## src/rtl/alu_pkg.sv

```systemverilog
// Shared definitions for the two-requester ALU arbiter: ALUOp/FuncCode
// encodings, arbiter state type, default data width and small helpers.
package alu_pkg;

  localparam int ALU_DATA_W = 32;

  // Width of the settle counter; holds SETTLE-1 for SETTLE in 1..15.
  localparam int CNT_W = 4;

  // ALUOp encodings.
  localparam logic [1:0] ALU_OP_ADD   = 2'b00;  // load/store address add
  localparam logic [1:0] ALU_OP_SUB   = 2'b01;  // branch compare subtract
  localparam logic [1:0] ALU_OP_RTYPE = 2'b10;  // operation chosen by FuncCode

  // FuncCode encodings used with ALU_OP_RTYPE.
  localparam logic [3:0] FUNC_AND = 4'b0000;
  localparam logic [3:0] FUNC_OR  = 4'b0001;
  localparam logic [3:0] FUNC_ADD = 4'b0010;
  localparam logic [3:0] FUNC_SUB = 4'b0110;
  localparam logic [3:0] FUNC_SLT = 4'b0111;

  typedef enum logic [1:0] {
    IDLE  = 2'd0,
    ISSUE = 2'd1,
    RESP  = 2'd2
  } arb_state_t;

  // Increment that sticks at all-ones instead of wrapping.
  function automatic logic [15:0] sat_inc16(input logic [15:0] v);
    return (v == 16'hFFFF) ? v : v + 16'd1;
  endfunction

endpackage

```

## src/rtl/alu_arbiter_rr.sv

```systemverilog
// Two-way round-robin grant: a lone request wins outright, a tie goes to
// the requester selected by ptr. Purely combinational.
module alu_rr_arbiter2 (
  input  logic [1:0] req,
  input  logic       ptr,
  output logic [1:0] grant
);

  // Pick at most one requester from the request vector and priority pointer.
  always_comb begin
    // NOTE: default first so every path assigns grant and no latch is inferred.
    grant = 2'b00;
    case (req)
      2'b01:   grant = 2'b01;
      2'b10:   grant = 2'b10;
      2'b11:   grant = ptr ? 2'b10 : 2'b01;
      default: grant = 2'b00;
    endcase
  end

endmodule

```

## src/rtl/alu_arbiter.sv

```systemverilog
// Shares one combinational ALU between two requesters. Requests are granted
// round-robin in IDLE, the ALU inputs are held for SETTLE cycles, and the
// registered result is returned on a tagged valid/ready response channel.
// Optional statistics counters are enabled with `define ALU_ARB_STATS_EN.
module alu_arbiter
  import alu_pkg::*;
#(
  parameter int DATA_W = ALU_DATA_W,
  parameter int SETTLE = 1
) (
  input  logic              clk,
  input  logic              reset_n,
  input  logic [1:0]        req_valid,
  output logic [1:0]        req_ready,
  input  logic [1:0]        req0_op,
  input  logic [3:0]        req0_func,
  input  logic [DATA_W-1:0] req0_a,
  input  logic [DATA_W-1:0] req0_b,
  input  logic [1:0]        req1_op,
  input  logic [3:0]        req1_func,
  input  logic [DATA_W-1:0] req1_a,
  input  logic [DATA_W-1:0] req1_b,
  output logic [1:0]        alu_op,
  output logic [3:0]        alu_func,
  output logic [DATA_W-1:0] alu_a,
  output logic [DATA_W-1:0] alu_b,
  input  logic [DATA_W-1:0] alu_result,
  input  logic              alu_zero,
  output logic              rsp_valid,
  input  logic              rsp_ready,
  output logic              rsp_id,
  output logic [DATA_W-1:0] rsp_data,
  output logic              rsp_zero,
`ifdef ALU_ARB_STATS_EN
  output logic [15:0]       grant_cnt0,
  output logic [15:0]       grant_cnt1,
  output logic [15:0]       stall_cnt,
`endif
  output logic              busy
);

  // A zero settle time would capture before the ALU ever saw its inputs.
  generate
    if (SETTLE < 1 || SETTLE > 15) begin : g_bad_settle
      $error("alu_arbiter: SETTLE must be in 1..15");
    end
  endgenerate

  localparam logic [CNT_W-1:0] CNT_INIT = CNT_W'(SETTLE - 1);

  arb_state_t       state;
  logic             rr_ptr;
  logic             owner;
  logic [CNT_W-1:0] cnt;
  logic [1:0]       arb_req;
  logic [1:0]       grant;
  logic             grant_idx;
  logic             accept;

  // Only IDLE offers ready, so an in-flight op can never be overtaken.
  assign arb_req = (state == IDLE) ? req_valid : 2'b00;

  alu_rr_arbiter2 u_rr (
    .req   (arb_req),
    .ptr   (rr_ptr),
    .grant (grant)
  );

  assign req_ready = grant;
  assign grant_idx = grant[1];
  assign accept    = |grant;

  // Request/issue/response sequencing with all ALU and response outputs registered.
  always_ff @(posedge clk or negedge reset_n) begin
    if (!reset_n) begin
      state     <= IDLE;
      rr_ptr    <= 1'b0;
      owner     <= 1'b0;
      cnt       <= '0;
      alu_op    <= '0;
      alu_func  <= '0;
      alu_a     <= '0;
      alu_b     <= '0;
      rsp_valid <= 1'b0;
      rsp_id    <= 1'b0;
      rsp_data  <= '0;
      rsp_zero  <= 1'b0;
      busy      <= 1'b0;
    end else begin
      // NOTE: non-blocking assignments so every register updates from pre-edge values.
      case (state)
        IDLE: begin
          if (accept) begin
            alu_op   <= grant_idx ? req1_op   : req0_op;
            alu_func <= grant_idx ? req1_func : req0_func;
            alu_a    <= grant_idx ? req1_a    : req0_a;
            alu_b    <= grant_idx ? req1_b    : req0_b;
            owner    <= grant_idx;
            rr_ptr   <= ~grant_idx;
            cnt      <= CNT_INIT;
            busy     <= 1'b1;
            state    <= ISSUE;
          end
        end
        ISSUE: begin
          if (cnt == '0) begin
            rsp_data  <= alu_result;
            rsp_zero  <= alu_zero;
            rsp_id    <= owner;
            rsp_valid <= 1'b1;
            state     <= RESP;
          end else begin
            cnt <= cnt - 1'b1;
          end
        end
        RESP: begin
          if (rsp_ready) begin
            rsp_valid <= 1'b0;
            busy      <= 1'b0;
            state     <= IDLE;
          end
        end
        default: begin
          rsp_valid <= 1'b0;
          busy      <= 1'b0;
          state     <= IDLE;
        end
      endcase
    end
  end

`ifdef ALU_ARB_STATS_EN
  // Saturating per-requester grant counts and response back-pressure cycles.
  always_ff @(posedge clk or negedge reset_n) begin
    if (!reset_n) begin
      grant_cnt0 <= '0;
      grant_cnt1 <= '0;
      stall_cnt  <= '0;
    end else begin
      if (grant[0]) grant_cnt0 <= sat_inc16(grant_cnt0);
      if (grant[1]) grant_cnt1 <= sat_inc16(grant_cnt1);
      if (state == RESP && !rsp_ready) stall_cnt <= sat_inc16(stall_cnt);
    end
  end
`endif

endmodule
```

## config.mk

```make
export PLATFORM = sky130hd
export DESIGN_NAME = alu_arbiter
export DESIGN_NICKNAME = d
export VERILOG_FILES = /design/src/rtl/alu_pkg.sv /design/src/rtl/alu_arbiter_rr.sv /design/src/rtl/alu_arbiter.sv
export SDC_FILE = /design/constraint.sdc
export NUM_CORES = 1
export LEC_CHECK = 0
export ABC_AREA = 1
export BUFFER_PORTS_ARGS = -buffer_cell sky130_fd_sc_hd__buf_2
export CAP_MARGIN = 15
export CORE_MARGIN = 5
export CORE_UTILIZATION = 45
export DETAILED_ROUTE_END_ITERATION = 8
export HOLD_SLACK_MARGIN = 0.1
export PLACE_DENSITY = 0.81
export SYNTH_ARGS = -nofsm -noshare
export SYNTH_HDL_FRONTEND = slang
export SYNTH_SLANG_ARGS = --single-unit
export TNS_END_PERCENT = 5
```

## constraint.sdc

```tcl
create_clock -name clk -period 1.9 [get_ports clk]
set_input_delay 0.57 -clock clk [delete_from_list [all_inputs] [get_ports clk]]
set_output_delay 0.57 -clock clk [all_outputs]
set_load 0.02 [all_outputs]
```

### Word-level counts from Yosys, hierarchy flattened

Cells that the tools add are included.

* output and inout port bits: 108
* word-level logic and storage cells: 55
* input bits: 178
* register bits: 114

* reduce and logical (&&, ||, !) cells: 10
* muxes and demuxes: 19
* add/sub/neg operators: 1
* bitwise gates (word level): 3
* eq/ne operators: 9

Operator list (number)
* $mux 32: 2
* $mux 2: 6
* $mux 4: 3
* $pmux 2 s3: 2
* $reduce_and 3->1: 4
* $ne 2x2->1 const B: 4
* $pmux 4 s2: 1
* $eq 2x2->1 const B: 3
* $pmux 1 s3: 2
* $eq 2x1->1 const B: 2
* $logic_not 4->1: 1
* $reduce_and 2->1: 2
* $sub 4x1->4 const B: 1
* $mux 1: 3
* $not 1->1: 3
* $logic_not 2->1: 1
* $reduce_bool 2->1: 1
* $reduce_or 2->1: 1

### Longest topological paths before layout

Gate-level depths: netlist of run 1.

* depth in word-level cells: 7
* depth in mapped cells: 9
* mapped depth without buffers: 7

### Hierarchy

A second synthesis of run 1 with hierarchy kept.

* cell total of the unflattened synthesis: 594
* area total of the unflattened synthesis: 5064.9 µm²

By module, submodules not included
* alu_arbiter: times used 1, area an instance 5044.8 µm², sequential area each 2852.7 µm², cells each 589
* alu_rr_arbiter2: times used 1, area an instance 20.0 µm², sequential area each 0.0 µm², cells each 5

### Worst setup path after synthesis of run 1

No wires, ideal clock.

* kind: in2out
* start point: in req_valid[0]
* end point: out req_ready[1]
* data required time: 1.330 ns
* setup slack: 0.169 ns
* arrival: 1.161 ns
* buffers on the path: 1
* stages: 5
* cell sequence: nor2_2 > nor2_8 > nand2_2 > inv_2 > buf_2

* word-level cells in the longest chain between the ends: 3
* elaborated cells on any way between the ends: 5
* those cells by class: eq/ne: 3; mux: 2

RTL lines
* start: declaration: RTL line alu_arbiter.sv:13 `input logic [1:0] req_valid,`
* $mux 2 *: RTL line alu_arbiter.sv:61 `assign arb_req = (state == IDLE) ? req_valid : 2'b00;`
* $eq 2x2->1 or $eq 2x1->1 (tied branches): RTL line alu_arbiter_rr.sv:13 `case (req)`
* $pmux 2 s3 *: RTL line alu_arbiter_rr.sv:13
* end: declaration: RTL line alu_arbiter.sv:14 `output logic [1:0] req_ready,`

Every way passes the cells marked *; elsewhere a longest branch is shown, timed or not.

### Worst setup path in the final report of run 1

* start point: reg state[1]
* end point: out req_ready[1]

* word-level cells in the longest chain between the ends: 4
* elaborated cells on any way between the ends: 6
* those cells by class: eq/ne: 3; mux: 2; reduce/logical: 1

RTL lines
* start: declaration: RTL line alu_arbiter.sv:51 `arb_state_t state;`
* start signal: assignment: RTL line alu_arbiter.sv:76 `state <= IDLE;`
* start signal: assignment: RTL line alu_arbiter.sv:102 `state <= ISSUE;`
* start signal: assignment: RTL line alu_arbiter.sv:111 `state <= RESP;`
* $logic_not 2->1 *: RTL line alu_arbiter.sv:61
* $mux 2 *: RTL line alu_arbiter.sv:61
* $eq 2x2->1 or $eq 2x1->1 (tied branches): RTL line alu_arbiter_rr.sv:13
* $pmux 2 s3 *: RTL line alu_arbiter_rr.sv:13

Marked as above.

==> metrics.cfg, run 1 <==
[yosys]
ys_ff_latch = 114
seq_area_frac_synth_pct = 55.6
synth_cell_types = 24
avgSynthCellArea_um2 = 7.94
synth_nets = 825
ys.warnings.count = 0
syn_inst = 646
synth_area_mm2 = 0.00513

[place]
dp_cells = 1057
port_buffers = 285
gp_congestion = 0.834
dp_slack_ns = 0.0613
place_area_mm2 = 0.00675
dp_hpwl_mm = 11.1

[routing]
via_count = 5021
avgViaCountPerCell = 4.59
drt_iter0_markers = 311
detail_route.first_pass.iterations = 5
route.detailed.drc = 0
ant_nets = 0
drt-total-wl_mm = 15.3
avgRoutedWirePerCell_um = 13.9

[global_routing]
gr-total-overflow = 0
grt_pass1_wl_mm = 23.1
globalRouteTotalUtil_pct = 21.9
grt_max_degree = 55
antenna_found_initial = 0
grt_pass1_vias = 4833

[setup_path]
cp_data_required_time_ns = 1.33
cp-start-kind = flop
path_class = reg2out
cp_data_arrival_time_ns = 1.34
end_kind = output pin
crit_fanout = 4

[floorplanning]
die_x_um = 117
die_height_um = 117
ios = 286
die_area_mm2 = 0.0136
rows = 39
core-area_mm2 = 0.0113
start_util_pct = 45.5

[cts]
tritoncts = yes
clockBufferDepth = 2
cts.sinks = 114
clk_latency_ns = 0.41
h-tree-depth = 4
clkTransAtPathRegs_ns = 0.06
clockRootBuffer = clkbuf_16
numCtsBuffers = 17

[timing]
rsz0062_at_grt = yes
hold_viol = 0
max_freq_mhz = 524
clock_skew_ns = 0.00647
fin_ws_ns = -0.00947
holdWs_ns = 0.366
tightestPinTransition_ns = 0.449
finalSetupViolCount = 1
fin_crit_sh_pct = 100
layout_min_cycle_time_ns = 1.91
max-slew-margin-rel_pct = 70.1
slew_viol_final = 0

[run_status]
violations = negative setup slack
run_status = complete, but fails checks

[finish]
final_core_util_pct = 65.8
drive_gt1_share_pct = 37.6
final_cells = 1095
nets = 1119
mostFrequentLayoutCells = buf_2 (282), nand2_1 (256), dfrtp_1 (113), inv_1 (72), o21ai_0 (69)
layout_commonest_cell = buf_2
antenna_cells = 0
syn2layout_area_growth_pct = 44.8
stdcell_area_mm2 = 0.00742

[power_and_ir_drop]
vdd_drop_max_uv = 1010
power.density_mw_per_mm2 = 1840
p_leak_nw = 4.29

[job]
drv_cap = 0

[worst_hold_path]
min_path_type = in2reg

worst max-delay path, stage by stage (launching register included):
cell and delay, ns:
dfrtp_2 0.44, inv_2 0.09, nand2_4 0.07, nor2_8 0.09, nand2_2 0.07, inv_2 0.06, buf_6 0.11
cell usage after synthesis:
cell type | instances | area, µm²
nor2_4 | 1 | 11.3
xor2_1 | 1 | 8.76
ha_1 | 1 | 12.5
buf_6 | 3 | 33.8
nand2_1 | 256 | 961
buf_4 | 1 | 7.51
buf_2 | 8 | 40.0
nor2_8 | 1 | 20.0
o21ai_0 | 69 | 345
nand3_1 | 42 | 210
o22ai_1 | 1 | 6.26
clkbuf_1 | 15 | 56.3
buf_1 | 4 | 15.0
o21ai_1 | 1 | 5.00
nor2_1 | 35 | 131
o21ai_2 | 1 | 8.76
inv_1 | 72 | 270
inv_2 | 3 | 11.3
nor2_2 | 2 | 12.5
nand2_2 | 12 | 75.1
a21oi_1 | 1 | 5.00
nand3_4 | 1 | 17.5
nand3_2 | 1 | 10.0
dfrtp_1 | 114 | 2850
per-stage QoR:
stage	TNS, ns	total power [W]
floorplan	0	0.00820
CTS	-0.0522	0.0138
detailed placement	0	0.0104
finish	-0.00947	0.0137
global route	-0.119	0.0146
global placement	0	0.0103
per-layer routing:
metal  routed length, µm  up-vias  GRT usage [%]
li1                    -     2562              -
met1                5940     2254           26.3
met2                7750      186           36.9
met3                1330       19           6.37
met4                 229        0           8.87
met5                   0        -              0
area by class of cell:
| cell class | count | area [µm²] |
|---|---|---|
| clock inverter | 10 | 133 |
| clock buffer | 21 | 470 |
| multi-input combinational | 426 | 1850 |
| inverter | 75 | 282 |
| sequential | 114 | 2850 |
| timing repair buffer | 306 | 1650 |
| fill | 975 | 3850 |
| tap | 143 | 179 |
what timing repair did:
| action | CTS | global route |
|---|---|---|
| hold buffers | 1 | 0 |
| setup buffers | 5 | 1 |
| gates resized for setup | 6 | 0 |
| hold endpoints to repair | 26 | 0 |
| setup endpoints to repair | 2 | 2 |
| pin swaps | 2 | 0 |
power by group:
group          internal (W)  leakage, nW  switching (W)
Clock               0.00215        0.291        0.00109
Combinational       0.00208         2.62        0.00405
Sequential          0.00368         1.38       0.000642
Total               0.00791         4.29        0.00578
worst paths after layout:
check	start	slack, ns	end	cells after the start
setup / recovery	state[1]$_DFFE_PN0P_	-0.009	req_ready[1]	6
hold / removal	req1_a[20]	0.37	alu_a[20]$_DFFE_PN0P_	3
setup reg to reg	state[0]$_DFFE_PN0P_	0.34	cnt[3]$_DFFE_PN0P_	7
hold reg to reg	alu_b[17]$_DFFE_PN0P_	0.48	alu_b[17]$_DFFE_PN0P_	2
max in group asynchronous	reset_n	0.70	alu_a[24]$_DFFE_PN0P_	3
min in group asynchronous	reset_n	0.63	alu_b[25]$_DFFE_PN0P_	2
flip-flops by register name, indices dropped and copies added (netlist names):
signal,cells
rr_ptr,1
rsp_id,1
rsp_valid,1
alu_a,32
owner,1
state,2
alu_b,32
cnt,4
alu_func,4
rsp_data,32
alu_op,2
rsp_zero,1
busy,1
kinds of logic after synthesis:
family	count (synthesis)	share of synthesized area [%]
simple gates	351	28.3
flops	114	55.6
buf+inv	106	8.47
compound gates	73	7.22
xor+xnor	1	0.171
fa+ha+maj	1	0.244
No activity file was read; power rests on OpenSTA's default activity.
==> inputs of run 2 (changes only) <==
ABC_CLOCK_PERIOD_IN_PS = 1900   (was unset)
RECOVER_POWER = 25   (was unset)
==> metrics.cfg, run 2 (synthesis results as in run 1) <==
[run_status]
run_status = complete, but fails checks
violations = negative setup slack

[cts]
numCtsBuffers = 17
tritoncts = yes
clockBufferDepth = 2
clkTransAtPathRegs_ns = 0.06
h-tree-depth = 4
clockRootBuffer = clkbuf_16
clk_latency_ns = 0.41
cts.sinks = 114

[global_routing]
grt_pass1_vias = 4833
grt_pass1_wl_mm = 23.1
antenna_found_initial = 0
globalRouteTotalUtil_pct = 21.9
gr-total-overflow = 0
grt_max_degree = 55

[routing]
avgRoutedWirePerCell_um = 13.9
detail_route.first_pass.iterations = 5
avgViaCountPerCell = 4.59
drt-total-wl_mm = 15.2
ant_nets = 0
drt_iter0_markers = 322
route.detailed.drc = 0
via_count = 5023

[floorplanning]
die_area_mm2 = 0.0136
ios = 286
core-area_mm2 = 0.0113
start_util_pct = 45.5
die_height_um = 117
rows = 39
die_x_um = 117

[worst_hold_path]
hold_path_depth = 3
min_path_type = in2reg

[setup_path]
r2r_cells = 7
cp_data_arrival_time_ns = 1.34
cp_data_required_time_ns = 1.33
cp_slowest_cell = dfrtp_2
cp-start-kind = flop
end_kind = output pin
critPathMaxStageDelay_ns = 0.44
cp_top_family = flip-flops
path_class = reg2out
path_cells = inv_2 -> nand2_4 -> nor2_8 -> nand2_2 -> inv_2 -> buf_6
crit_fanout = 4
cp_num_buf_inv = 3
crit_top_cell = inv_2
cp_num_cells = 6

[timing]
max-slew-margin-rel_pct = 54.7
tightestPinTransition_ns = 0.680
finalSetupViolCount = 1
slew_viol_final = 0
layout_min_cycle_time_ns = 1.91
fin_crit_sh_pct = 101
setup-tns-final_ns = -0.0100
max_freq_mhz = 524
hold_viol = 0
fin_ws_ns = -0.0100
clock_skew_ns = 0.00688
rsz0062_at_grt = yes

[finish]
seq_area_mm2 = 0.00285
multiInputGateArea_mm2 = 0.00185
syn2layout_area_growth_pct = 44.0
final_core_util_pct = 65.5
fill_cells = 983
nets = 1119
drive_gt1_share_pct = 37.5
mostFrequentLayoutCells = buf_2 (282), nand2_1 (256), dfrtp_1 (113), inv_1 (72), o21ai_0 (69)
stdcell_area_mm2 = 0.00738
top_regs = alu_a x32, alu_b x32, rsp_data x32
antenna_cells = 0
layout_commonest_cell = buf_2

[power_and_ir_drop]
p_leak_nw = 4.27
seqPwrFrac_pct = 31.7
vdd_drop_max_uv = 1010
swShare_pct = 42.3
combPwrFrac_pct = 44.6
power.density_mw_per_mm2 = 1850
clock_power_share_pct = 23.7
p_int_w = 0.00787
p_switching_w = 0.00577

[place]
port_buffers = 285
dp_hpwl_mm = 11.1
dp_slack_ns = 0.0613
gp_congestion = 0.834
place_area_mm2 = 0.00675

[job]
drv_cap = 0

run 2: cell count changes in the layout (fill, tap and decap cells not counted), sizes merged:
cell / change
buf: -3
clkbuf: +3
run 2: tightest hold or removal path, stage by stage:
cell and delay (ns):
buf_2 0.07, nand2_1 0.04, nand3_1 0.05
run 2: routing by layer:
layer  GRT usage (%)  routed length, µm
met5               0                  0
met3            6.37               1340
met4            8.87                229
met2            36.9               7700
met1            26.3               5960
run 2: worst paths after layout:
| path | endpoint | from | slack, ns |
|---|---|---|---|
| worst min-delay path | alu_a[20]$_DFFE_PN0P_ | req1_a[20] | 0.37 |
| worst max register to register | cnt[3]$_DFFE_PN0P_ | state[0]$_DFFE_PN0P_ | 0.23 |
| worst max-delay path | req_ready[1] | state[1]$_DFFE_PN0P_ | -0.01 |
| min in group asynchronous | alu_b[25]$_DFFE_PN0P_ | reset_n | 0.74 |
| worst min register to register | alu_b[17]$_DFFE_PN0P_ | alu_b[17]$_DFFE_PN0P_ | 0.48 |
| max in group asynchronous | alu_a[24]$_DFFE_PN0P_ | reset_n | 0.31 |
run 2: area by class of cell:
class / count / area share (%)
clock buffer: 21 / 6.37
clock inverter: 10 / 1.80
inverter: 75 / 3.81
multi-input combinational: 426 / 25.1
sequential: 114 / 38.6
tap: 143 / 2.42
timing repair buffer: 306 / 21.9
run 2: timing repair:
item	CTS	global route
endpoints found under the hold margin	26	0
pin swaps	2	0
hold buffers	1	0
buffers inserted	5	1
resized for setup	6	0
endpoints found under the setup margin	2	2
run 2: power groups by stage:
stage / logic (W) / registers [W] / clock network [W]
5_1_grt: 0.00673 / 0.00446 / 0.00340
4_1_cts: 0.00622 / 0.00432 / 0.00329
2_1_floorplan: 0.00246 / 0.00573 / 0
3_5_place_dp: 0.00611 / 0.00432 / 0
3_3_place_gp: 0.00598 / 0.00431 / 0
6_report: 0.00609 / 0.00432 / 0.00323
run 2: stage by stage:
step | power, W | hold slack [ns] | instances
global route | 0.0146 | 0.365 | 1095
floorplan | 0.00820 | 0.274 | 646
finish | 0.0136 | 0.366 | 1095
global placement | 0.0103 | 0.458 | 1057
detailed placement | 0.0104 | 0.464 | 1057
CTS | 0.0138 | 0.349 | 1094
